File: src/rtl/mem_arbiter.sv
// mem_arbiter: round-robin req/gnt/ack arbiter sharing one memory port between fetch (0) and data (1).
// Optional MEM_ARB_LOCK_EN adds lock0/lock1 so a locked owner keeps the memory for atomic RMW.
module mem_arbiter #(
  parameter int ADDR_WIDTH  = 16,
  parameter int DATA_WIDTH  = 16,
  parameter int WAIT_STATES = 2
) (
  input  logic                  clock,
  input  logic                  reset,
  input  logic                  req0,
  input  logic                  req1,
  input  logic                  we0,
  input  logic                  we1,
  input  logic [ADDR_WIDTH-1:0] addr0,
  input  logic [ADDR_WIDTH-1:0] addr1,
  input  logic [DATA_WIDTH-1:0] wdata0,
  input  logic [DATA_WIDTH-1:0] wdata1,
`ifdef MEM_ARB_LOCK_EN
  input  logic                  lock0,
  input  logic                  lock1,
`endif
  output logic                  gnt0,
  output logic                  gnt1,
  output logic                  ack0,
  output logic                  ack1,
  output logic [DATA_WIDTH-1:0] rdata,
  output logic                  mem_cs,
  output logic                  mem_we,
  output logic [ADDR_WIDTH-1:0] mem_addr,
  output logic [DATA_WIDTH-1:0] mem_wdata,
  input  logic [DATA_WIDTH-1:0] mem_rdata
);
  typedef enum logic [1:0] {IDLE, ACCESS, DONE} state_t;
  state_t     state;
  logic [3:0] wcnt;
  logic       last, owner, pick, hold;
`ifdef MEM_ARB_LOCK_EN
  logic locked;
  assign hold = locked && (owner ? req1 : req0);
  always_ff @(posedge clock or posedge reset)
    if (reset) locked <= 1'b0;
    else if (state == IDLE && (req0 || req1)) locked <= pick ? lock1 : lock0;
`else
  assign hold = 1'b0;
`endif
  // A held lock keeps the previous owner; otherwise a tie goes to the port that did not go last.
  assign pick = hold ? owner : (req0 && req1 ? !last : req1);
  always_ff @(posedge clock or posedge reset)
    if (reset) begin
      state     <= IDLE;
      wcnt      <= '0;
      last      <= 1'b1;
      owner     <= 1'b0;
      gnt0      <= 1'b0;
      gnt1      <= 1'b0;
      ack0      <= 1'b0;
      ack1      <= 1'b0;
      rdata     <= '0;
      mem_cs    <= 1'b0;
      mem_we    <= 1'b0;
      mem_addr  <= '0;
      mem_wdata <= '0;
    end else begin
      case (state)
        IDLE: if (req0 || req1) begin
          owner     <= pick;
          gnt0      <= !pick;
          gnt1      <= pick;
          mem_cs    <= 1'b1;
          mem_we    <= pick ? we1 : we0;
          mem_addr  <= pick ? addr1 : addr0;
          mem_wdata <= pick ? wdata1 : wdata0;
          wcnt      <= 4'(WAIT_STATES - 1);
          state     <= ACCESS;
        end
        ACCESS: if (wcnt == 4'd0) begin
          if (!mem_we) rdata <= mem_rdata;
          mem_cs <= 1'b0;
          mem_we <= 1'b0;
          ack0   <= !owner;
          ack1   <= owner;
          last   <= owner;
          state  <= DONE;
        end else wcnt <= wcnt - 4'd1;
        DONE: begin
          gnt0  <= 1'b0;
          gnt1  <= 1'b0;
          ack0  <= 1'b0;
          ack1  <= 1'b0;
          state <= IDLE;
        end
        default: state <= IDLE;
      endcase
    end
endmodule

File: config.mk
export PLATFORM = sky130hd
export DESIGN_NAME = mem_arbiter
export DESIGN_NICKNAME = d
export VERILOG_FILES = /design/src/rtl/mem_arbiter.sv
export SDC_FILE = /design/constraint.sdc
export NUM_CORES = 1
export LEC_CHECK = 0
export ABC_AREA = 1
export CAP_MARGIN = 20
export CORE_UTILIZATION = 30
export DETAILED_ROUTE_END_ITERATION = 10
export PLACE_DENSITY = 0.68
export SETUP_SLACK_MARGIN = 0.3
export SYNTH_ARGS = -nofsm -noshare
export SYNTH_HDL_FRONTEND = slang
export SYNTH_SLANG_ARGS = --single-unit
File: constraint.sdc
create_clock -name clock -period 2.6 [get_ports clock]
set_input_delay 0.52 -clock clock [delete_from_list [all_inputs] [get_ports clock]]
set_output_delay 0.52 -clock clock [all_outputs]
set_load 0.01 [all_outputs]
==> results of run 1 <==
synth_stat cells:
cell	instances	area (um^2)
buf_2	5	25.0
buf_4	1	7.51
buf_6	7	78.8
clkbuf_1	1	3.75
clkinv_1	1	3.75
dfrtp_1	61	1530
dfstp_2	1	26.3
ha_1	2	25.0
inv_1	10	37.5
inv_2	3	11.3
nand2_1	142	533
nand2_2	1	6.26
nand2_4	1	11.3
nand3_1	51	255
nand4_1	1	6.26
nor2_1	8	30.0
nor2_2	1	6.26
nor2_4	4	45.0
o211ai_1	1	7.51
o21a_1	1	7.51
o21ai_0	8	40.0
o21ai_1	3	15.0
o21ai_4	1	16.3
xor2_1	1	8.76
worst max-delay path by stage:
stage | startpoint | to | slack (ns) | cells after the start
finish | req1 | mem_addr[3] | 0.76 | 5
global route | req1 | mem_wdata[12] | 0.61 | 5
CTS | req1 | mem_addr[3] | 0.78 | 5
detailed placement | req1 | mem_addr[3] | 0.42 | 5
global placement | req1 | owner | 0.48 | 5
floorplan | reset | ack0 | 0.54 | 1
power by group:
group,switching [mW],internal (mW)
clock,0.355,0.490
sequential,0.266,1.45
combinational,1.21,1.22
total,1.83,3.15
through the flow:
| stage | cell area, um^2 | setup slack [ns] | power, mW | utilization, % |
|---|---|---|---|---|
| after CTS | 4400 | 0.777 | 5.05 | 50.2 |
| after global routing | 4400 | 0.605 | 5.39 | 50.2 |
| after floorplan | 2730 | 0.540 | 3.00 | - |
| after detailed placement | 4200 | 0.418 | 4.18 | 47.9 |
| final | 4400 | 0.765 | 4.98 | 50.2 |
| after global placement | 4200 | 0.480 | 4.13 | 47.9 |
logic make-up after synthesis:
| family | synth area share (%) |
|---|---|
| xor gates and xnor gates | 0.320 |
| and+or+nand+nor | 32.7 |
| buffers and inverters | 6.13 |
| DFF | 56.8 |
| AOI/OAI and AO/OA | 3.16 |
| adders and majority gates | 0.915 |
metal layers:
metal,part of all wire (%),GRT usage [%],vias to the layer above,routed length (um)
met3,7.2,4.96,11,518
met1,43,19.8,1175,3120
met4,1.3,5.20,0,95
li1,-,-,1279,-
met5,0,0,-,0
met2,48,26.9,102,3500
flip-flops by register name (all words and copies together) (netlist names):
| name | count |
|---|---|
| ack0 | 1 |
| ack1 | 1 |
| gnt0 | 1 |
| gnt1 | 1 |
| last | 1 |
| mem_addr | 16 |
| mem_cs | 1 |
| mem_wdata | 16 |
| mem_we | 1 |
| owner | 1 |
| rdata | 16 |
| state | 2 |
| wcnt | 4 |
critical path, cell delays in order:
cell	delay, ns
clkdlybuf4s50_1	0.58
nand2_2	0.16
nor2_4	0.59
nand2_1	0.14
nand3_1	0.11
cell type report:
class	instances	share of cell area, %
clock inverter	4	1.02
sequential	62	35.3
multi-input combinational	226	23.0
timing repair buffer	143	32.9
tap	108	3.07
clock buffer	12	3.53
inverter	14	1.19
==> results.cfg, run 1 <==
[cts]
clock_sinks = 62
cts-htree-levels = 3
postCtsSetupBuffers = 0
hold_buffers = 0
clockRootBuffer = clkbuf_8
cts_buffer_depth = 2
numCtsBuffers = 9
cts-resized-gates = 0
cts_tree = done
clk_pin_slew_worst_paths_ns = 0.07
clock_latency_ns = 0.33

[setup_path]
startpoint_type = input pin
r2r_cells = 7
r2r_start = wcnt[0]
arrival_ns = 2.11
rr_endpoint = rdata[5]
path_max_fanout = 31
end_kind = register
path_class = input pin to register
cp.required_ns = 2.87
r2r_setup_slack_ns = 0.85

[route]
wl_um = 7230
postRouteAntennaNets = 0
wl_per_cell_um = 12.7
avgViaCountPerCell = 4.51
dr_total_vias = 2567
drtIter0Drc = 109
first_pass_iters = 7
drcViolationCount = 0

[timing]
worst_slew_pin_slew_ns = 0.699
finalSetupViolCount = 0
hold_viol = 0
min_period_ns = 1.84
rsz0062_at_grt = false
holdWs_ns = 0.470
fin_setup_tns_ns = 0
max_freq_mhz = 545
report.final.slew_viol_count = 0
relSlewSlack_pct = 53.3
skew_ns = 0.00760
min_period_over_period_pct = 70.6

[min_path]
hold_path_depth = 2
hp-start = rdata[9]
hold_path_class = register to register
hold_end = rdata[9]

[floorplan]
dieArea_um2 = 9500
rows = 34
io_pins = 140
die_h_um = 97.5
initial_core_util_pct = 31.2
dieWidth_um = 97.5
coreArea_um2 = 8760

[finish]
seq_area_um2 = 1550
final_common_cell = nand2_1
final_cell_mix = nand2_1 (142), clkdlybuf4s50_1 (139), dfrtp_1 (61), nand3_1 (51), clkbuf_8 (11)
fillers = 843
fin_nets = 544
drive_gt1_share_pct = 6.94
diodes = 0
stdcell_count = 569
multi_input_area_um2 = 1010
syn_to_final_growth_pct = 61.0

[job]
drv_cap = 0

[placed_design]
dp_cells = 553
place.gp.congestion = 0.792
io_buffer_count = 139
hpwl_um = 5360

[synth]
synth.distinct_cells = 24
yosys_warnings = 0
synthesis.area_um2 = 2730
synth_seq_area_share_pct = 56.8
synthCells = 316
synth-seq-cells = 62
synth_nets = 404
syn_avg_cell_area_um2 = 8.65

[power]
power_density_nw_per_um2 = 1130
max-vdd-ir-drop_uv = 450
power.leakage_nw = 2.02

[global_route]
antenna_found_initial = 0
grt_remaining_overflow = 0
grt_pass1_wl_um = 12300
grt_pass1_vias = 2610
grt_usage_pct = 16.1
grt_max_degree = 63

[run_status]
status = completed
Power figures use the tool's default switching activity.
==> run 2: changes to the inputs <==
clock period = 1.9 ns   (was 2.6 ns; I/O delays follow)
==> run 2 against run 1 <==
Count of clock-buffer cells in the layout stayed put. Register-to-register slack worse by 0.40 ns. Worst hold slack worse by 0.0041 ns. Critical path type unchanged. Cell area is 1.1% higher. First-iteration DRC count is 36% lower. Clock skew is 0.0030 ns higher. Cell count is 1.4% higher. Sequential power is 35% higher. Global-route usage is 0.34 points higher. Highest routed layer unchanged. Combinational power is 28% higher. Worst setup slack worse by 0.41 ns. Critical endpoint is now mem_addr[5].
==> results.cfg, run 2 (synthesis gave the netlist of run 1 again) <==
[timing]
min_period_ns = 1.54
max_freq_mhz = 648
fin_setup_tns_ns = 0
fin_ws_ns = 0.358
min_period_over_period_pct = 81.2
holdWs_ns = 0.466
worst_slew_pin_slew_ns = 0.471
rsz0062_at_grt = true
report.final.slew_viol_count = 0
finalSetupViolCount = 0
skew_ns = 0.0106
relSlewSlack_pct = 68.5
hold_viol = 0

[finish]
fin_util_pct = 50.8
largest_registers = mem_addr x16, mem_wdata x16, rdata x16
drive_gt1_share_pct = 8.32
fin_nets = 552
syn_to_final_growth_pct = 62.7
diodes = 0
final_cell_mix = nand2_1 (142), clkdlybuf4s50_1 (85), dfrtp_1 (61), dlygate4sd2_1 (52), nand3_1 (51)
fillers = 854
final_common_cell = nand2_1

[power]
max-vdd-ir-drop_uv = 479
power.leakage_nw = 2.20
power_density_nw_per_um2 = 1500

[global_route]
grt_max_degree = 63
grt_remaining_overflow = 0
grt_usage_pct = 16.5
antenna_found_initial = 0
grt_pass1_wl_um = 12500
grt_pass1_vias = 2736

[setup_path]
r2r_setup_slack_ns = 0.45
path_class = input pin to register
arrival_ns = 1.80
critPathTopFamily = buffers and inverters
r2r_start = wcnt[0]
startpoint = req1
max_stage_delay_ns = 0.48
r2r_cells = 8
path_depth = 6
startpoint_type = input pin
path_cells = clkdlybuf4s50_1, o21ai_4, buf_12, buf_4, nand2_1, nand3_1
end_kind = register
critPathBufInv = 3
cpMaxStageDelayCell = clkdlybuf4s50_1
cp.required_ns = 2.16
rr_endpoint = rdata[9]
path_max_fanout = 20
crit_path_end = mem_addr[5]

[route]
wl_um = 7510
dr_total_vias = 2595
drcViolationCount = 0
wl_per_cell_um = 13.0
first_pass_iters = 5
avgViaCountPerCell = 4.50
drtIter0Drc = 70
postRouteAntennaNets = 0

[cts]
clock_latency_ns = 0.33
cts-htree-levels = 3
numCtsBuffers = 9
clock_sinks = 62
cts_tree = done
clockRootBuffer = clkbuf_8
clk_pin_slew_worst_paths_ns = 0.07
hold_buffers = 0
cts_buffer_depth = 2

[floorplan]
die_h_um = 97.5
rows = 34
dieWidth_um = 97.5
initial_core_util_pct = 31.2
dieArea_um2 = 9500
coreArea_um2 = 8760
io_pins = 140

[run_status]
status = completed

[placed_design]
hpwl_um = 5350
io_buffer_count = 139
place.gp.congestion = 0.732
dp_slack_ns = -0.0824

[job]
drv_cap = 0

[min_path]
hold_path_class = register to register
run 2: how the worst min path moves through the flow:
stage	cells past startpoint	slack (ns)	start	endpoint
floorplan	1	0.50	reset	ack0
global placement	2	0.45	rdata[2]	rdata[2]
detailed placement	2	0.46	rdata[1]	rdata[1]
CTS	2	0.47	rdata[9]	rdata[9]
global route	2	0.48	rdata[9]	rdata[9]
finish	2	0.47	rdata[9]	rdata[9]
run 2: report_power, final:
part / leakage (nW) / total [mW] / internal (mW) / switching [mW]
registers: 0.762 / 2.31 / 1.98 / 0.337
logic: 1.33 / 3.11 / 1.42 / 1.69
clock network: 0.110 / 1.27 / 0.772 / 0.498
run 2: worst reg2reg max path: stages (launching register included):
cell,delay [ns]
dfrtp_1,0.38
inv_1,0.13
ha_1,0.16
nand2_1,0.11
nor2_4,0.16
buf_12,0.14
buf_4,0.17
nand3_1,0.09
nand2_1,0.07
run 2: routing by layer:
metal  vias to the layer above  GRT usage [%]  part of all wire [%]
li1                       1302              -                     -
met1                      1184           20.1                    43
met2                       105           28.4                    49
met3                         4           4.89                   6.9
met4                         0           4.07                  0.64
met5                         -              0                     0
run 2: final cells by class:
| class | instances | area, um^2 | area share [%] |
|---|---|---|---|
| clock buffer | 12 | 145 | 3.26 |
| clock inverter | 4 | 70.1 | 1.58 |
| tap | 108 | 135 | 3.04 |
| inverter | 14 | 56.3 | 1.27 |
| multi-input combinational | 227 | 1020 | 23.0 |
| timing repair buffer | 150 | 1460 | 32.9 |
| sequential | 62 | 1550 | 34.9 |
run 2: timing repair:
action | 4_1_cts | 5_1_grt
pin swaps | 2 | 1
cloned | 1 | 0
buffers inserted | 0 | 2
gates resized for setup | 52 | 3
setup endpoints to repair | 84 | 37
run 2: through the flow:
| step | power [mW] | area, um^2 | std cells |
|---|---|---|---|
| 3_3_place_gp | 5.74 | 4250 | 558 |
| 4_1_cts | 6.76 | 4410 | 575 |
| 5_1_grt | 7.25 | 4450 | 577 |
| 2_1_floorplan | 4.11 | 2740 | 316 |
| 6_report | 6.69 | 4450 | 577 |
| 3_5_place_dp | 5.82 | 4250 | 558 |
==> run 3: changes to the inputs <==
PLACE_DENSITY = 0.71   (was 0.68)
clock period = 1.3 ns   (was 1.9 ns; I/O delays follow)
==> run 3 against run 2 <==
Die area is the same. Worst setup slack got worse by 0.48 ns. Critical path depth increased by 3. Core utilization is 13 points higher. Sequential share of layout area is 7.1 points lower. Routed wire length up 27%. Cell area grew 26%. The run now ends with negative setup slack left. Worst hold slack worse by 0.13 ns. Sequential power grew 50%. Non-clock buffer count increased by 58. First-iteration DRC count is 49% higher.
==> results.cfg, run 3 (synthesis gave the netlist of run 1 again) <==
[finish]
fin_util_pct = 63.8
final_common_cell = nand2_1
stdcell_area_um2 = 5590
fin_nets = 611
diodes = 0
seq_area_um2 = 1550
largest_registers = mem_addr x16, mem_wdata x16, rdata x16
final_cell_mix = nand2_1 (93), clkdlybuf4s50_1 (83), dfrtp_1 (61), nand3_2 (47), buf_2 (40)
syn_to_final_growth_pct = 105
stdcell_count = 636
drive_gt1_share_pct = 50.8
fillers = 720
multi_input_area_um2 = 1620

[cts]
hold_buffers = 0
numCtsBuffers = 9
clockRootBuffer = clkbuf_8
clock_latency_ns = 0.33
clk_pin_slew_worst_paths_ns = 0.07
cts_buffer_depth = 2
cts_tree = done
clock_sinks = 62
cts-htree-levels = 3

[setup_path]
path_class = register to register
path_cells = nand2_2, nand2_4, buf_6, inv_4, nor2_4, buf_6, clkbuf_16, nand2_4, nand3_2
max_stage_delay_ns = 0.56
cp.required_ns = 1.57
arrival_ns = 1.69
path_max_fanout = 4
startpoint_type = register
end_kind = register
cpMaxStageDelayCell = dfstp_2

[power]
power.leakage_nw = 2.77
clockPowerShare_pct = 13.1
p_int_mw = 7.99
power_density_nw_per_um2 = 2360
swShare_pct = 39.5
combPwrFrac_pct = 60.7
switchingPower_mw = 5.21
max-vdd-ir-drop_uv = 1100
seq_power_share_pct = 26.2

[route]
wl_um = 9560
wl_met3_um = 590
dr_total_vias = 2929
postRouteAntennaNets = 0
first_pass_iters = 4
met1_length_um = 3850
met2_length_um = 4930
drcViolationCount = 0
avgViaCountPerCell = 4.61
drtIter0Drc = 104
top_layer = met4
wl_per_cell_um = 15.0

[timing]
report.final.slew_viol_count = 0
max_freq_mhz = 703
finalSetupViolCount = 50
fin_ws_ns = -0.122
skew_ns = 0.0125
rsz0062_at_grt = true
relSlewSlack_pct = 76.2
min_period_ns = 1.42
min_period_over_period_pct = 109
worst_slew_pin_slew_ns = 0.358
hold_viol = 0
fin_setup_tns_ns = -3.79

[min_path]
hold_path_class = input pin to async pin

[job]
drv_cap = 0

[global_route]
grt_pass1_wl_um = 14600
grt_max_degree = 29
grt_pass1_vias = 3053
grt_remaining_overflow = 0
grt_usage_pct = 19.4
antenna_found_initial = 0

[floorplan]
rows = 34
dieWidth_um = 97.5
io_pins = 140
dieArea_um2 = 9500
die_h_um = 97.5
initial_core_util_pct = 31.2
coreArea_um2 = 8760

[placed_design]
hpwl_um = 5650
place_area_um2 = 4360
dp_cells = 569
place.gp.congestion = 0.787
io_buffer_count = 139

[run_status]
status = complete, but fails checks
violations = negative setup slack
[run 3: timing repair]
action	4_1_cts	5_1_grt
buffers inserted	25	18
pin swaps	22	23
setup endpoints to repair	116	116
cloned	5	3
gates resized for setup	312	103
[run 3: power groups by stage]
stage | combinational, mW | sequential, mW | clock (mW)
2_1_floorplan | 2.36 | 3.78 | 0
3_3_place_gp | 5.26 | 3.43 | 0
3_5_place_dp | 5.38 | 3.43 | 0
4_1_cts | 6.40 | 3.42 | 1.76
5_1_grt | 8.65 | 3.57 | 1.85
6_report | 8.01 | 3.46 | 1.73
[run 3: path summary, 6_finish.rpt]
path / start / end / slack, ns / depth (start not counted)
max reg2reg: last / mem_wdata[12] / -0.12 / 9
max in group asynchronous: reset / mem_wdata[9] / 0.71 / 3
min in group clock: rdata[10] / rdata[10] / 0.48 / 2
min: reset / gnt1 / 0.33 / 3
max: last / mem_wdata[12] / -0.12 / 9
min reg2reg: rdata[10] / rdata[10] / 0.48 / 2
[run 3: routing by layer]
layer	up-vias	track usage, %
li1	1425	-
met1	1387	22.7
met2	102	34.1
met3	15	4.60
met4	0	8.03
met5	-	0
[run 3: cell type report]
| cell class | count | share of cell area (%) |
|---|---|---|
| Timing Repair Buffer | 208 | 35.8 |
| Multi-Input combinational cell | 228 | 29.0 |
| Sequential cell | 62 | 27.8 |
| Clock buffer | 13 | 2.84 |
| Tap cell | 108 | 2.42 |
| Inverter | 14 | 1.41 |
| Clock inverter | 3 | 0.761 |
[run 3: through the flow]
stage	hold WS, ns	setup slack [ns]	power, mW
2_1_floorplan	0.378	0.105	6.14
3_5_place_dp	0.459	-0.574	8.81
6_report	0.332	-0.122	13.2
5_1_grt	0.355	-0.168	14.1
3_3_place_gp	0.458	-0.518	8.69
4_1_cts	0.347	-0.119	11.6
[run 3: critical path: cells and delay by family (launching register included)]
family / cells / cell delay (ns)
AND/OR/NAND/NOR: 5 / 0.34
buffers and inverters: 4 / 0.45
flip-flops: 1 / 0.56
